$ cat src/rtl/codec_pkg.sv
// codec_pkg: shared word length and state encoding for the codec-side blocks
package codec_pkg;
    localparam int AUDIO_WIDTH = 24;
    typedef enum logic [1:0] {
        ST_IDLE  = 2'd0,
        ST_ALIGN = 2'd1,
        ST_RUN   = 2'd2
    } codec_state_e;
endpackage

$ cat src/rtl/sync_edge.sv
// sync_edge: multi-flop synchroniser with a history flop and registered rise/fall strobes
module sync_edge #(
    parameter int STAGES = 2
) (
    input  logic clk,
    input  logic reset,
    input  logic d,
    output logic q,
    output logic rise,
    output logic fall
);
    logic [STAGES-1:0] sync;
    // q is the history flop, so level and strobes share STAGES+1 cycles of latency
    always_ff @(posedge clk) begin
        if (reset) begin
            sync <= '0;
            q    <= 1'b0;
            rise <= 1'b0;
            fall <= 1'b0;
        end else begin
            sync <= (sync << 1) | STAGES'(d);
            q    <= sync[STAGES-1];
            rise <= sync[STAGES-1] & ~q;
            fall <= ~sync[STAGES-1] & q;
        end
    end
endmodule

$ cat src/rtl/i2s_codec_port.sv
// i2s_codec_port: I2S slave port, ADC deserialiser and DAC serialiser with frame alignment
module i2s_codec_port
    import codec_pkg::*;
#(
    parameter int WIDTH       = AUDIO_WIDTH,
    parameter int SYNC_STAGES = 2
) (
    input  logic             clk,
    input  logic             reset,
    input  logic             enable,
    input  logic             codec_bclk,
    input  logic             codec_lrclk,
    input  logic             codec_adcdat,
    output logic             codec_dacdat,
    output logic [WIDTH-1:0] adc_left,
    output logic [WIDTH-1:0] adc_right,
    output logic             adc_valid,
    input  logic [WIDTH-1:0] dac_left,
    input  logic [WIDTH-1:0] dac_right,
    input  logic             dac_valid,
    output logic             dac_req,
    output logic             locked,
    output logic             frame_error
);
    localparam int CW = $clog2(WIDTH + 2);
    localparam int AW = SYNC_STAGES + 1;
    localparam logic [CW-1:0] CNT_W    = CW'(WIDTH);
    localparam logic [CW-1:0] CNT_LAST = CW'(WIDTH + 1);

    codec_state_e state_q, state_d;
    logic bclk_level_unused, bclk_rise, bclk_fall;
    logic lr_level, lr_rise, lr_fall, lr_edge;
    logic [AW-1:0] adc_sync;
    logic adc_bit;
    logic active, capture, load_frame, truncated;
    logic [CW-1:0] bit_cnt;
    logic [WIDTH-2:0] adc_sr;
    logic [WIDTH-1:0] adc_word, stage_l;
    logic left_ok;
    logic [WIDTH-1:0] hold_l, hold_r, tx_l, tx_r, tx_sr;

    sync_edge #(.STAGES(SYNC_STAGES)) u_bclk (
        .clk(clk), .reset(reset), .d(codec_bclk),
        .q(bclk_level_unused), .rise(bclk_rise), .fall(bclk_fall)
    );

    sync_edge #(.STAGES(SYNC_STAGES)) u_lrclk (
        .clk(clk), .reset(reset), .d(codec_lrclk),
        .q(lr_level), .rise(lr_rise), .fall(lr_fall)
    );

    // data takes the same SYNC_STAGES+1 path as the clock strobes
    always_ff @(posedge clk) begin
        if (reset)
            adc_sync <= '0;
        else
            adc_sync <= (adc_sync << 1) | AW'(codec_adcdat);
    end

    assign adc_bit  = adc_sync[AW-1];
    assign adc_word = {adc_sr, adc_bit};

    always_ff @(posedge clk) begin
        if (reset)
            state_q <= ST_IDLE;
        else
            state_q <= state_d;
    end

    always_comb begin
        state_d = !enable                               ? ST_IDLE  :
                  state_q == ST_IDLE                    ? ST_ALIGN :
                  (state_q == ST_ALIGN && lr_fall)      ? ST_RUN   : state_q;
    end

    always_comb begin
        lr_edge    = lr_rise | lr_fall;
        locked     = state_q == ST_RUN;
        active     = enable && state_q != ST_IDLE;
        capture    = enable && state_q == ST_RUN;
        load_frame = active && lr_fall;
        truncated  = capture && lr_edge && bit_cnt != '0 && bit_cnt <= CNT_W;
    end

    always_ff @(posedge clk) begin
        if (reset) begin
            bit_cnt      <= '0;
            adc_sr       <= '0;
            stage_l      <= '0;
            left_ok      <= 1'b0;
            adc_left     <= '0;
            adc_right    <= '0;
            adc_valid    <= 1'b0;
            hold_l       <= '0;
            hold_r       <= '0;
            tx_l         <= '0;
            tx_r         <= '0;
            tx_sr        <= '0;
            codec_dacdat <= 1'b0;
            dac_req      <= 1'b0;
            frame_error  <= 1'b0;
        end else begin
            adc_valid <= 1'b0;
            dac_req   <= 1'b0;
            if (dac_valid) begin
                hold_l <= dac_left;
                hold_r <= dac_right;
            end
            if (!active) begin
                bit_cnt      <= '0;
                adc_sr       <= '0;
                left_ok      <= 1'b0;
                tx_sr        <= '0;
                codec_dacdat <= 1'b0;
                frame_error  <= 1'b0;
            end else begin
                if (lr_edge)
                    bit_cnt <= '0;
                else if (bclk_rise && bit_cnt != CNT_LAST)
                    bit_cnt <= bit_cnt + CW'(1);
                if (lr_fall)
                    left_ok <= 1'b0;
                // count 0 is the I2S delay slot; counts past WIDTH are padding
                if (capture && bclk_rise && bit_cnt != '0 && bit_cnt <= CNT_W) begin
                    adc_sr <= adc_word[WIDTH-2:0];
                    if (bit_cnt == CNT_W && !lr_level) begin
                        stage_l <= adc_word;
                        left_ok <= 1'b1;
                    end else if (bit_cnt == CNT_W && left_ok) begin
                        adc_left  <= stage_l;
                        adc_right <= adc_word;
                        adc_valid <= 1'b1;
                    end
                end
                if (truncated)
                    frame_error <= 1'b1;
                if (load_frame) begin
                    tx_l    <= hold_l;
                    tx_r    <= hold_r;
                    dac_req <= 1'b1;
                end
                // the left word is taken straight from the holding pair since tx_l updates this edge
                if (lr_edge)
                    tx_sr <= lr_fall ? hold_l : tx_r;
                else if (bclk_fall)
                    tx_sr <= tx_sr << 1;
                if (bclk_fall)
                    codec_dacdat <= locked & tx_sr[WIDTH-1];
            end
        end
    end
endmodule
$ cat config.mk
export PLATFORM = sky130hd
export DESIGN_NAME = i2s_codec_port
export DESIGN_NICKNAME = d
export VERILOG_FILES = /design/src/rtl/codec_pkg.sv /design/src/rtl/sync_edge.sv /design/src/rtl/i2s_codec_port.sv
export SDC_FILE = /design/constraint.sdc
export NUM_CORES = 1
export LEC_CHECK = 0
export BUFFER_PORTS_ARGS = -buffer_cell sky130_fd_sc_hd__clkbuf_2
export CAP_MARGIN = 20
export CORE_MARGIN = 3
export CORE_UTILIZATION = 54
export CTS_BUF_LIST = sky130_fd_sc_hd__clkbuf_8
export DETAILED_ROUTE_END_ITERATION = 6
export PLACE_DENSITY = 0.78
export SYNTH_ARGS = -nofsm -noshare
export SYNTH_HDL_FRONTEND = slang
export SYNTH_SLANG_ARGS = --single-unit
$ cat constraint.sdc
create_clock -name clk -period 1.6 [get_ports clk]
set_input_delay 0.24 -clock clk [delete_from_list [all_inputs] [get_ports clk]]
set_output_delay 0.24 -clock clk [all_outputs]
set_load 0.05 [all_outputs]
==> summary.md <==
| Metric | Value |
|---|---|
| Post-synth top area share | 51.7% |
| Layout cell share with drive strength beyond 1 | 21.1% |
| Via Count | 6,708 |
| P&R area growth vs syn | 28.1% |
| Grt ovf | 0 |
| First-pass GRT wire length | 30,800 µm |
| Period utilization | 102% |
| Leakage | 4.70 nW |
| Core area | 14,800 µm² |
| Pwr dens | 1030 nW/µm² |
| Synth Flop Type | dfxtp_1 |
| Synth top area cells | dfxtp_1 (52%), mux2i_1 (17%), nand2_1 (7.5%) |
| Sequential element share of the synthesized area | 51.7% |
| Critical path's top delay family | simple AND/OR/NAND/NOR gates |
| Mux cell area share after synthesis | 17.1% |
| Number of synthesized register bits | 216 |
| Cell count after synthesis | 879 |
| Pre-CTS setup slack | -0.224 ns |
| Setup Viol. Count Final | 43 |
| Synth cell count leaders | dfxtp_1 (216), nand2_1 (168), mux2i_1 (143) |
| Critical Path Max Stage Delay | 0.50 ns |
| CP endpoint kind | flop |
| Gpl congestion | 0.793 |
| Fin. Hold Viols | 0 |
| Crit path time final | 1.63 ns |
| Final TNS setup | -0.627 ns |
| Setup WS post-layout | -0.0273 ns |
| Crit-path slowest cell | or4_4 |
| Worst Path Buf+Inv | 2 |
| Initial antenna violation count | 0 |
| Max Fclk | 615 MHz |
| Compound-Gate Fraction of Synth Area | 8.56% |
| 1st-pass router iterations | 5 |
| Most frequent cell after synthesis | dfxtp_1 |
| Worst path required time | 1.98 ns |
| CTS tree | built |
| Setup CP Type | reg -> reg |
| Longest Clk Path Bufs | 3 |
| Largest family of logic cells by synthesized area | multiplexers |
| Ys async rst share | 0% |
| I/O pin cnt | 108 |
| CTS root buffer | clkbuf_8 |
| H-tree Lvls | 2 |
| Arrival @ worst endpoint | 2.01 ns |
| RSZ-0062 raised after global routing | true |
| Post-synth EDFFs | 0 |
| Worst slew margin | 67.4% |
| Worst skew pair latency | 0.51 ns |
| Die X | 130 µm |
| Detailed Route Iter0 Violations | 421 |
| Die height | 130 µm |
| Mapped Nets | 937 |
| # DRC | 0 |
| Total CTS buffers | 36 |
| Adder and majority gate portion of the synthesized area | 0.449% |
| Gr usage total | 22.1% |
| ANT cells | 0 |
| Post-route cell area | 10,700 µm² |
| Max Cap Violations | 0 |
| Routed WL | 18,800 µm |
| Initial Util | 56.4% |
| Worst vdd ir | 0.774 mV |
| Post-synthesis simple-gate area fraction | 17.0% |
| Detail Route Antenna Nets | 0 |
| Vias per cell | 5.31 |
| Mean cell area of the mapped netlist | 9.51 µm² |
| Clk pin slew, worst setup/hold paths | 0.06 ns |
| Max FO, Critical Path | 22 |
| Worst-Margin Slew | 0.489 ns |
| Cell area after synthesis | 8360 µm² |
| Vias in the first global route | 6,697 |
| CP startpoint kind | flop |
| Die ar. | 17,000 µm² |
| Leading area contributor after synthesis | dfxtp_1 |
| Cell Rows | 44 |
| Nets | 1,112 |
| Placed Area | 9300 µm² |
| Post-synth cell types | 42 |
| Post-synthesis xor/xnor area fraction | 0.210% |
| Worst Skew | 0.0170 ns |
| Slew Limit Fails | 0 |
| Port buffer count | 107 |
| Drt wl/cell | 14.9 µm |
| Detailed placement HPWL | 11,500 µm |
| HP Class | in -> reg |
| Synthesis Warnings | 0 |
| Largest net degree at the start of global routing | 87 |
| CTS sink cnt | 216 |
| Failing checks | negative setup slack |
| Run status | complete, but fails checks |
| Critical-path cell list | inv_2, ha_4, nand4b_1, or4_4, buf_12, mux2i_1 |
[worst reg2reg max path: stages, from the launching register on]
cell and delay [ns]:
dfxtp_2 0.32, inv_2 0.07, ha_4 0.14, nand4b_1 0.12, or4_4 0.50, buf_12 0.20, mux2i_1 0.15
[flip-flops by register name, indices dropped and copies added, names as in the netlist, 2 cells and up]
| name | flops |
|---|---|
| hold_r | 24 |
| adc_sync | 3 |
| u_bclk.sync | 2 |
| adc_sr | 23 |
| tx_r | 24 |
| u_lrclk.sync | 2 |
| bit_cnt | 5 |
| adc_right | 24 |
| tx_sr | 24 |
| stage_l | 24 |
| hold_l | 24 |
| state_q | 2 |
| adc_left | 24 |
[where the power goes]
part	total, W	internal (W)	switching, W	leakage, nW
registers	0.00552	0.00547	0.0000483	1.75
logic	0.000565	0.000286	0.000279	2.52
clock network	0.00494	0.00285	0.00210	0.425
[metal layers]
metal	share of wire (%)	GRT usage, %
met1	42	24.9
met2	52	41.1
met3	3.9	4.27
met4	2.4	8.59
met5	0	0
[timing repair]
action,4_1_cts,5_1_grt
resized for setup,8,10
setup buffers,3,2
hold buffers,50,0
gates cloned,1,1
pin swaps,1,0
endpoints found under the hold margin,50,0
setup endpoints to repair,68,87
[final cells by class]
cell class	count	area, µm²
Sequential cell	216	4330
Fill cell	1090	4100
Multi-Input combinational cell	568	3690
Timing Repair Buffer	205	1600
Clock buffer	48	661
Tap cell	184	230
Inverter	27	104
Clock inverter	15	95.1
[through the flow]
stage	util (%)	power [W]	hold WS, ns	cells
final	72.3	0.0110	0.0574	1263
after global routing	72.3	0.0115	0.0440	1263
after CTS	71.9	0.0111	0.0372	1260
after detailed placement	62.8	0.00609	0.405	1143
after global placement	62.8	0.00608	0.400	1143
after floorplan	-	0.00592	0.368	879
[placed cells by master, fill, tap and decap left out, types with 3 or more instances in the layout]
master	count
mux2i_1	143
dlygate4sd3_1	50
a211o_1	22
buf_4	32
o211ai_1	23
nor3b_1	25
clkinv_2	6
buf_12	11
dfxtp_1	213
clkbuf_2	105
o21ai_0	3
nor2b_1	12
nor2_1	56
nand2b_1	4
nand2_1	168
inv_1	31
nand3_1	28
clkbuf_8	48
a21oi_1	51
[worst paths after layout]
kind / from / end / slack (ns) / cells after the start
worst max-delay path: bit_cnt[1] / adc_left[9] / -0.03 / 6
worst min register to register: u_bclk.q / u_bclk.rise / 0.43 / 1
worst max register to register: bit_cnt[1] / adc_left[9] / -0.03 / 6
worst min-delay path: dac_left[21] / hold_l[21] / 0.06 / 3
[kinds of logic (layout without fill, tap and decap cells)]
kind of cell | after synthesis | in the layout
buffers and inverters | 95 | 295
adder cells (fa/ha/maj) | 3 | 3
flip-flops | 216 | 216
XOR/XNOR | 2 | 2
multiplexers | 143 | 143
AND/OR/NAND/NOR | 312 | 312
AO/OA/AOI/OAI | 108 | 108
No activity file was read; power rests on OpenSTA's default activity.
